<file path="src/rtl/fifo_arb_pkg.sv">
// Shared types and constants for the FIFO write-port arbiter.
package fifo_arb_pkg;

   // Arbiter states: IDLE picks a new owner, BURST keeps the current one.
   typedef enum logic {
      ARB_IDLE  = 1'b0,
      ARB_BURST = 1'b1
   } arb_state_t;

   // Width of each per-requester grant statistics counter.
   localparam int STAT_W = 16;

endpackage

</file>
<file path="src/rtl/rr_pick.sv">
// Combinational round-robin picker: finds the first set request starting
// at ptr and wrapping modulo N (N need not be a power of two).
module rr_pick #(
   parameter int N  = 4,
   parameter int IW = (N > 1) ? $clog2(N) : 1
) (
   input  logic [N-1:0]  req,
   input  logic [IW-1:0] ptr,
   output logic          found,
   output logic [IW-1:0] idx
);

   // Walk the requests in priority order ptr, ptr+1, ... and keep the first hit.
   always_comb begin
      int j;
      found = 1'b0;
      idx   = '0;
      j     = 0;
      for (int k = 0; k < N; k++) begin
         j = (int'(ptr) + k) % N;
         if (!found && req[IW'(j)]) begin
            found = 1'b1;
            idx   = IW'(j);
         end
      end
   end

endmodule

</file>
<file path="src/rtl/fifo_write_arbiter.sv">
// Round-robin, burst-capable arbiter for the single FIFO write port.
// Optional build macro FIFO_ARB_STATS_EN adds per-requester saturating
// grant counters on out_gnt_cnt.
module fifo_write_arbiter
   import fifo_arb_pkg::*;
#(
   parameter int N_REQ      = 4,
   parameter int DATA_WIDTH = 8,
   parameter int MAX_BURST  = 4
) (
   input  logic                        in_clk,
   input  logic                        in_rst,
   input  logic [N_REQ-1:0]            in_req,
   input  logic [N_REQ*DATA_WIDTH-1:0] in_data,
   input  logic                        in_full,
   output logic [N_REQ-1:0]            out_gnt,
   output logic                        out_wen,
   output logic [DATA_WIDTH-1:0]       out_wdata,
   output logic                        out_busy,
   output logic [$clog2(N_REQ)-1:0]    out_owner
`ifdef FIFO_ARB_STATS_EN
   ,
   output logic [N_REQ*STAT_W-1:0]     out_gnt_cnt
`endif
);

   localparam int OW = $clog2(N_REQ);
   localparam int CW = $clog2(MAX_BURST + 1);

   arb_state_t    state_q, state_d;
   logic [OW-1:0] ptr_q, ptr_d;
   logic [OW-1:0] owner_q, owner_d;
   logic [CW-1:0] cnt_q, cnt_d, cnt_inc;
   logic [N_REQ-1:0] gnt;
   logic          pick_found;
   logic [OW-1:0] pick_idx;

   // Next index modulo N_REQ (non power-of-two safe).
   function automatic logic [OW-1:0] wrap_inc(input logic [OW-1:0] x);
      return (x == OW'(N_REQ - 1)) ? '0 : x + OW'(1);
   endfunction

   rr_pick #(
      .N  (N_REQ),
      .IW (OW)
   ) u_pick (
      .req   (in_req),
      .ptr   (ptr_q),
      .found (pick_found),
      .idx   (pick_idx)
   );

   // Grant and next-state decode; full or reset suppress every grant.
   always_comb begin
      state_d = state_q;
      ptr_d   = ptr_q;
      owner_d = owner_q;
      cnt_d   = cnt_q;
      gnt     = '0;
      cnt_inc = cnt_q + CW'(1);
      if (!in_rst) begin
         case (state_q)
            ARB_IDLE: begin
               if (pick_found && !in_full) begin
                  gnt[pick_idx] = 1'b1;
                  owner_d       = pick_idx;
                  cnt_d         = CW'(1);
                  // Single-write bursts rotate immediately and never leave IDLE.
                  if (MAX_BURST == 1) ptr_d = wrap_inc(pick_idx);
                  else                state_d = ARB_BURST;
               end
            end
            ARB_BURST: begin
               if (!in_req[owner_q]) begin
                  // Owner released the port: rotate, no grant this cycle.
                  state_d = ARB_IDLE;
                  ptr_d   = wrap_inc(owner_q);
               end else if (!in_full) begin
                  gnt[owner_q] = 1'b1;
                  cnt_d        = cnt_inc;
                  if (cnt_inc == CW'(MAX_BURST)) begin
                     state_d = ARB_IDLE;
                     ptr_d   = wrap_inc(owner_q);
                  end
               end
               // Full with owner still requesting: stall, hold everything.
            end
            default: state_d = ARB_IDLE;
         endcase
      end
   end

   // Arbitration state registers; reset abandons any ownership.
   always_ff @(posedge in_clk) begin
      if (in_rst) begin
         state_q <= ARB_IDLE;
         ptr_q   <= '0;
         owner_q <= '0;
         cnt_q   <= '0;
      end else begin
         state_q <= state_d;
         ptr_q   <= ptr_d;
         owner_q <= owner_d;
         cnt_q   <= cnt_d;
      end
   end

   // Write data mux: one-hot grant selects a slice, zero when idle.
   always_comb begin
      out_wdata = '0;
      for (int i = 0; i < N_REQ; i++) begin
         if (gnt[i]) out_wdata = out_wdata | in_data[i*DATA_WIDTH +: DATA_WIDTH];
      end
   end

   assign out_gnt   = gnt;
   assign out_wen   = |gnt;
   assign out_busy  = (state_q == ARB_BURST);
   assign out_owner = owner_q;

`ifdef FIFO_ARB_STATS_EN
   for (genvar g = 0; g < N_REQ; g++) begin : g_stat
      logic [STAT_W-1:0] stat_q;
      // Saturating count of accepted writes for this requester.
      always_ff @(posedge in_clk) begin
         if (in_rst)                        stat_q <= '0;
         else if (gnt[g] && (stat_q != '1)) stat_q <= stat_q + STAT_W'(1);
      end
      assign out_gnt_cnt[g*STAT_W +: STAT_W] = stat_q;
   end
`endif

endmodule

</file>
<file path="config.mk">
export PLATFORM = sky130hd
export DESIGN_NAME = fifo_write_arbiter
export DESIGN_NICKNAME = d
export VERILOG_FILES = /design/src/rtl/fifo_arb_pkg.sv /design/src/rtl/rr_pick.sv /design/src/rtl/fifo_write_arbiter.sv
export SDC_FILE = /design/constraint.sdc
export NUM_CORES = 1
export LEC_CHECK = 0
export CAP_MARGIN = 20
export CORE_UTILIZATION = 49
export CTS_BUF_LIST = sky130_fd_sc_hd__clkbuf_4
export DETAILED_ROUTE_END_ITERATION = 10
export PLACE_DENSITY_LB_ADDON = 0.12
export SLEW_MARGIN = 20
export SYNTH_ARGS = -nofsm -noshare
export SYNTH_HDL_FRONTEND = slang
export SYNTH_SLANG_ARGS = --single-unit
</file>
<file path="constraint.sdc">
create_clock -name in_clk -period 5.9 [get_ports in_clk]
set_input_delay 1.18 -clock in_clk [delete_from_list [all_inputs] [get_ports in_clk]]
set_output_delay 1.18 -clock in_clk [all_outputs]
set_load 0.02 [all_outputs]
</file>
[After elaboration in Yosys (flattened, before gate mapping)]
Cells that the tools add are included.
Cells by class
  reductions and logical operators: 14
  $add $sub $neg: 5
  mux-type cells: 48
  eq/ne operators: 7
  bitwise gates (word level): 4
  magnitude comparators: 8
Operators by type and width (number)
  $mux 8: 4
  $or 8x8->8: 3
  $mux 1: 19
  $lt 2x4->1 const B: 4
  $mux 2: 8
  $mux 4: 4
  $bmux 1 s2: 5
  $mux 3: 3
  $pmux 4 s2: 1
  $logic_and 1x1->1: 6
  $lt 2x3->1 const B: 2
  $ne 2x2->1 const B: 3
  $pmux 3 s2: 1
  $reduce_and 3->1: 2
  $add 2x1->2 const B: 2
  $add 2x2->2 const B: 2
  $demux 1 s2: 2
  $ge 2x1->1 const B: 2
  $logic_not 1->1: 4
  $ne 2x1->1 const B: 2
  $reduce_or 4->1: 1
  $add 3x1->3 const B: 1
  $eq 3x3->1 const B: 1
  $eq 2x2->1 const B: 1
  other kinds (3): 3
Word-level totals
  register bits: 8
  output and inout port bits: 16
  input port bits: 39

[Logic depth before layout (Yosys ltp)]
Gate-level depths: netlist of run 1.
  word-level depth: 27
  mapped depth: 8
  gate-level depth less buffers: 6

[Cells and area by module]
A second synthesis of run 1 with hierarchy kept.
Second synthesis, totals
  cell total of the unflattened synthesis: 149
  area total of the unflattened synthesis: 1083.5 um2
By module, submodules not included
  fifo_write_arbiter: cells an instance 134, area an instance 1006.0 um2, times used 1, sequential area each 160.2 um2
  rr_pick: cells an instance 15, area an instance 77.6 um2, times used 1, sequential area each 0.0 um2

[Worst setup path after synthesis of run 1]
No wires, ideal clock.
  path type: input port to output port
  start: input port in_req[3]
  end: output port out_wdata[0]
  required time: 4.720 ns
  arrival time: 2.612 ns
  stages: 7
  path slack: 2.108 ns
  path buffers: 2
  cells stage by stage: mux4_2 > and3b_1 > buf_6 > buf_8 > and3_1 > a41oi_1 > nand4_1
On the way
  cells in the longest elaborated chain, start to end: 27
Ends and longest elaborated chain
  start, declared: RTL line fifo_write_arbiter.sv:13  | input logic [N_REQ-1:0] in_req,
  $bmux 1 s2: RTL line rr_pick.sv:21  | if (!found && req[IW'(j)]) begin
  $mux 1 (not written as such) (2 in series): RTL line rr_pick.sv:21
  $mux 1: RTL line rr_pick.sv:21
  $logic_not 1->1: RTL line rr_pick.sv:21
  $logic_and 1x1->1: RTL line rr_pick.sv:21
  $mux 1: RTL line rr_pick.sv:21
  $logic_not 1->1: RTL line rr_pick.sv:21
  $logic_and 1x1->1: RTL line rr_pick.sv:21
  [... 10 more ...]
  $mux 4 (*): RTL line fifo_write_arbiter.sv:61  | if (!in_rst) begin
  $mux 8: RTL line fifo_write_arbiter.sv:112  | if (gnt[i]) out_wdata = out_wdata | in_data[i*DATA_WIDTH +: DATA_WIDTH];
  $or 8x8->8: RTL line fifo_write_arbiter.sv:112
  $mux 8: RTL line fifo_write_arbiter.sv:112
  $or 8x8->8: RTL line fifo_write_arbiter.sv:112
  $mux 8: RTL line fifo_write_arbiter.sv:112
  $or 8x8->8: RTL line fifo_write_arbiter.sv:112
  $mux 8 (*): RTL line fifo_write_arbiter.sv:112
  end, declared: RTL line fifo_write_arbiter.sv:18  | output logic [DATA_WIDTH-1:0] out_wdata,
Mark *: on every way between the ends. The rest lies on a longest branch, timed or not. The select of a mux whose other input is x is not followed.

[Worst setup path after layout of run 1]
  start: input port in_req[2]
  end: output port out_wdata[4]
Same word-level chain as after synthesis.

==> run summary, run 1 <==
PD cells -> 118 nW/um2
Bufs on Longest Clock Path -> 2
Startpoint types -> input port
Critical path's most frequent cell -> clkdlybuf4s50_1
First-pass GRT wire length -> 6450 um
Final ANT Viol Nets -> 0
Warnings, synthesis -> 0
Syn_area_per_cell -> 7.95 um2
# DRC -> 0
Min Hold Slack -> 504 ps
Max cap viols -> 0
Number of global-route vias before repair -> 1425
Nets@finish -> 261
Clk slew on worst S/H paths -> 60 ps
Die area -> 3010 um2
CORE AREA -> 2570 um2
CP max FO -> 18
DRT iter0 DRCs -> 74
CP Cell Sequence -> clkdlybuf4s50_1 > nor2b_1 > a211o_1 > nand2_1 > buf_4 > a41oi_1 > nand4_1 > clkdlybuf4s50_1
CP Class -> in2out
Clock Tree Root -> clkbuf_4
Fmax -> 196 MHz
Rel. slew slack -> 0.522
Crit path time final -> 5110 ps
Die Y -> 54.8 um
Worst EP required -> 4720 ps
Post-synthesis async set-or-reset flop share -> 0
Drt total wl -> 4320 um
Endpoint type of the worst setup path -> primary output
Fillers -> 219
# diodes -> 0
P&R area growth vs syn -> 37.2%
H-tree levels -> 1
IO Count -> 55
Count of state elements after synthesis -> 8
Drt pass-1 iters -> 4
Final setup viols -> 0
Share of layout cells above drive strength 1 -> 0.0841
Maximum vdd drop -> 0.000180 V
Cell Area, Placed -> 1850 um2
Pleak -> 0.740 nW
Post-CTS Setup Inserts -> 0
Via density -> 6.91
Synth top area share -> 0.117
Synth cell types -> 48
Worst hold path type -> reg2reg
Sequential area share after synthesis -> 0.117
Post-synth top flop -> dfxtp_1
Overflow after GRT -> 0
Mapped Cells -> 172
Initial antenna violation count -> 0
Area of the multi-input gates -> 1060 um2
Largest net degree at the start of global routing -> 43
Critical path buffers and inverters -> 3
Final TNS setup -> 0 ps
Clock net sink count -> 8
Slew @ Worst Pin -> 715 ps
Routed vias -> 1686
CP arrival -> 3930 ps
Post-synth EDFFs -> 0
Mapped cell area -> 1370 um2
Run status -> completed
Cell area after layout -> 1880 um2
Utilization after layout -> 0.731
Routability cong. -> 0.861
RSZ-0062 raised after global routing -> no
Syn nets -> 217
CP peak stage delay -> 560 ps
CTS resizes -> 0
Count of standard-cell rows -> 18
Total Routing Usage GR -> 0.298
Worst skew pair latency -> 260 ps
CTS tree -> built
Chip width -> 54.8 um
Fin. Hold Viols -> 0
Number of port buffers -> 54
Max Slew Vio Count -> 0
Crit-path slowest cell -> clkdlybuf4s50_1
Share of the clock period used by the worst path -> 0.867
Starting density of the core -> 0.533
DP Wirelength -> 3140 um
Hold buffers post-CTS -> 0
Register area -> 160 um2
Wire length per cell -> 17.7 um
CP delay by family, top -> buffers and inverters
Yosys top cell by area -> dfxtp_1
Worst Skew -> 6.90 ps
Number of CTS-inserted buffers -> 3
Top cells by area, synth -> dfxtp_1, a32oi_1, and4_1
-- power by group --
group | internal, W | switching [W]
Combinational | 0.0000564 | 0.0000602
Clock | 0.0000234 | 0.0000206
Sequential | 0.0000569 | 0.00000387
Total | 0.000137 | 0.0000847
-- placed cells by master (no fill, tap or decap), types with 2 or more instances in the layout --
| master | count |
|---|---|
| clkdlybuf4s50_1 | 54 |
| and3_1 | 15 |
| and4_1 | 15 |
| a32oi_1 | 15 |
| nor2b_1 | 14 |
| a41oi_1 | 9 |
| inv_1 | 8 |
| nand4_1 | 8 |
| dfxtp_1 | 8 |
| a31oi_1 | 7 |
| nand2_1 | 6 |
| ha_1 | 6 |
| nor2_1 | 5 |
| a21oi_1 | 5 |
| a22oi_1 | 3 |
| clkbuf_4 | 3 |
| buf_4 | 3 |
| or3_1 | 2 |
| o21ai_0 | 2 |
-- tightest hold or removal path, cell delays in order (launching register included) --
cell and delay, ps:
dfxtp_1 340, nand2_1 60, a21oi_1 50
-- cells in the mapped netlist, drive strengths merged (2+ instances only) --
master,number
or3,3
o21ai,2
a21oi,5
ha,6
a211oi,2
nor4,2
and4,16
a32oi,15
nand4,8
a41oi,9
nor3,2
a22oi,4
clkbuf,10
a31oi,7
and3,16
nor2b,14
dfxtp,8
nor2,5
buf,8
nand2,6
inv,8
-- through the flow --
| stage | setup WS [ps] | power (W) | cells |
|---|---|---|---|
| 2_1_floorplan | 2110 | 0.000124 | 172 |
| 3_3_place_gp | 684 | 0.000172 | 241 |
| 3_5_place_dp | 564 | 0.000176 | 241 |
| 4_1_cts | 571 | 0.000219 | 244 |
| 5_1_grt | 678 | 0.000233 | 244 |
| 6_report | 785 | 0.000221 | 244 |
-- sequential cells by signal, indices dropped and copies added, names as in the netlist --
name,flops
cnt_q,3
out_owner,2
ptr_q,2
out_busy,1
-- worst paths after layout --
check / from / to / slack (ps) / cells past startpoint
max reg2reg: out_owner[0] / cnt_q[2] / 3700 / 4
max: in_req[2] / out_wdata[4] / 790 / 8
min: ptr_q[0] / ptr_q[0] / 500 / 2
min reg2reg: ptr_q[0] / ptr_q[0] / 500 / 2
-- routing by layer --
layer	global-route usage	vias to the layer above	share of wire
met5	0	-	0
li1	-	789	-
met4	0.0513	0	0
met3	0.0694	0	0.10
met1	0.379	783	0.41
met2	0.510	114	0.49
-- area by class of cell --
type                    instances  share of cell area
well taps                      30              0.0200
multi-input cells             138               0.567
inverters                       8              0.0160
clock buffers                   3              0.0120
flip-flops and latches          8              0.0853
repair buffers                 57               0.300
-- kinds of logic (layout without fill, tap and decap cells) --
| logic type | count (synthesis) | in the layout | synth area share |
|---|---|---|---|
| xor+xnor | 1 | 1 | 0.00641 |
| buf+inv | 26 | 68 | 0.106 |
| simple gates | 78 | 78 | 0.388 |
| fa+ha+maj | 6 | 6 | 0.0549 |
| flops | 8 | 8 | 0.117 |
| mux | 3 | 3 | 0.0348 |
| compound gates | 50 | 50 | 0.293 |
No activity file was read; power rests on OpenSTA's default activity.
==> inputs of run 2 (changes only) <==
--- a/config.mk
+++ b/config.mk
@@ -10,6 +10,7 @@
 export CTS_BUF_LIST = sky130_fd_sc_hd__clkbuf_4
 export DETAILED_ROUTE_END_ITERATION = 10
 export PLACE_DENSITY_LB_ADDON = 0.12
+export SKIP_CTS_REPAIR_TIMING = 1
 export SLEW_MARGIN = 20
 export SYNTH_ARGS = -nofsm -noshare
 export SYNTH_HDL_FRONTEND = slang
==> results of run 2 <==
The final DEF is identical to that of run 1; final timing and power are the same.
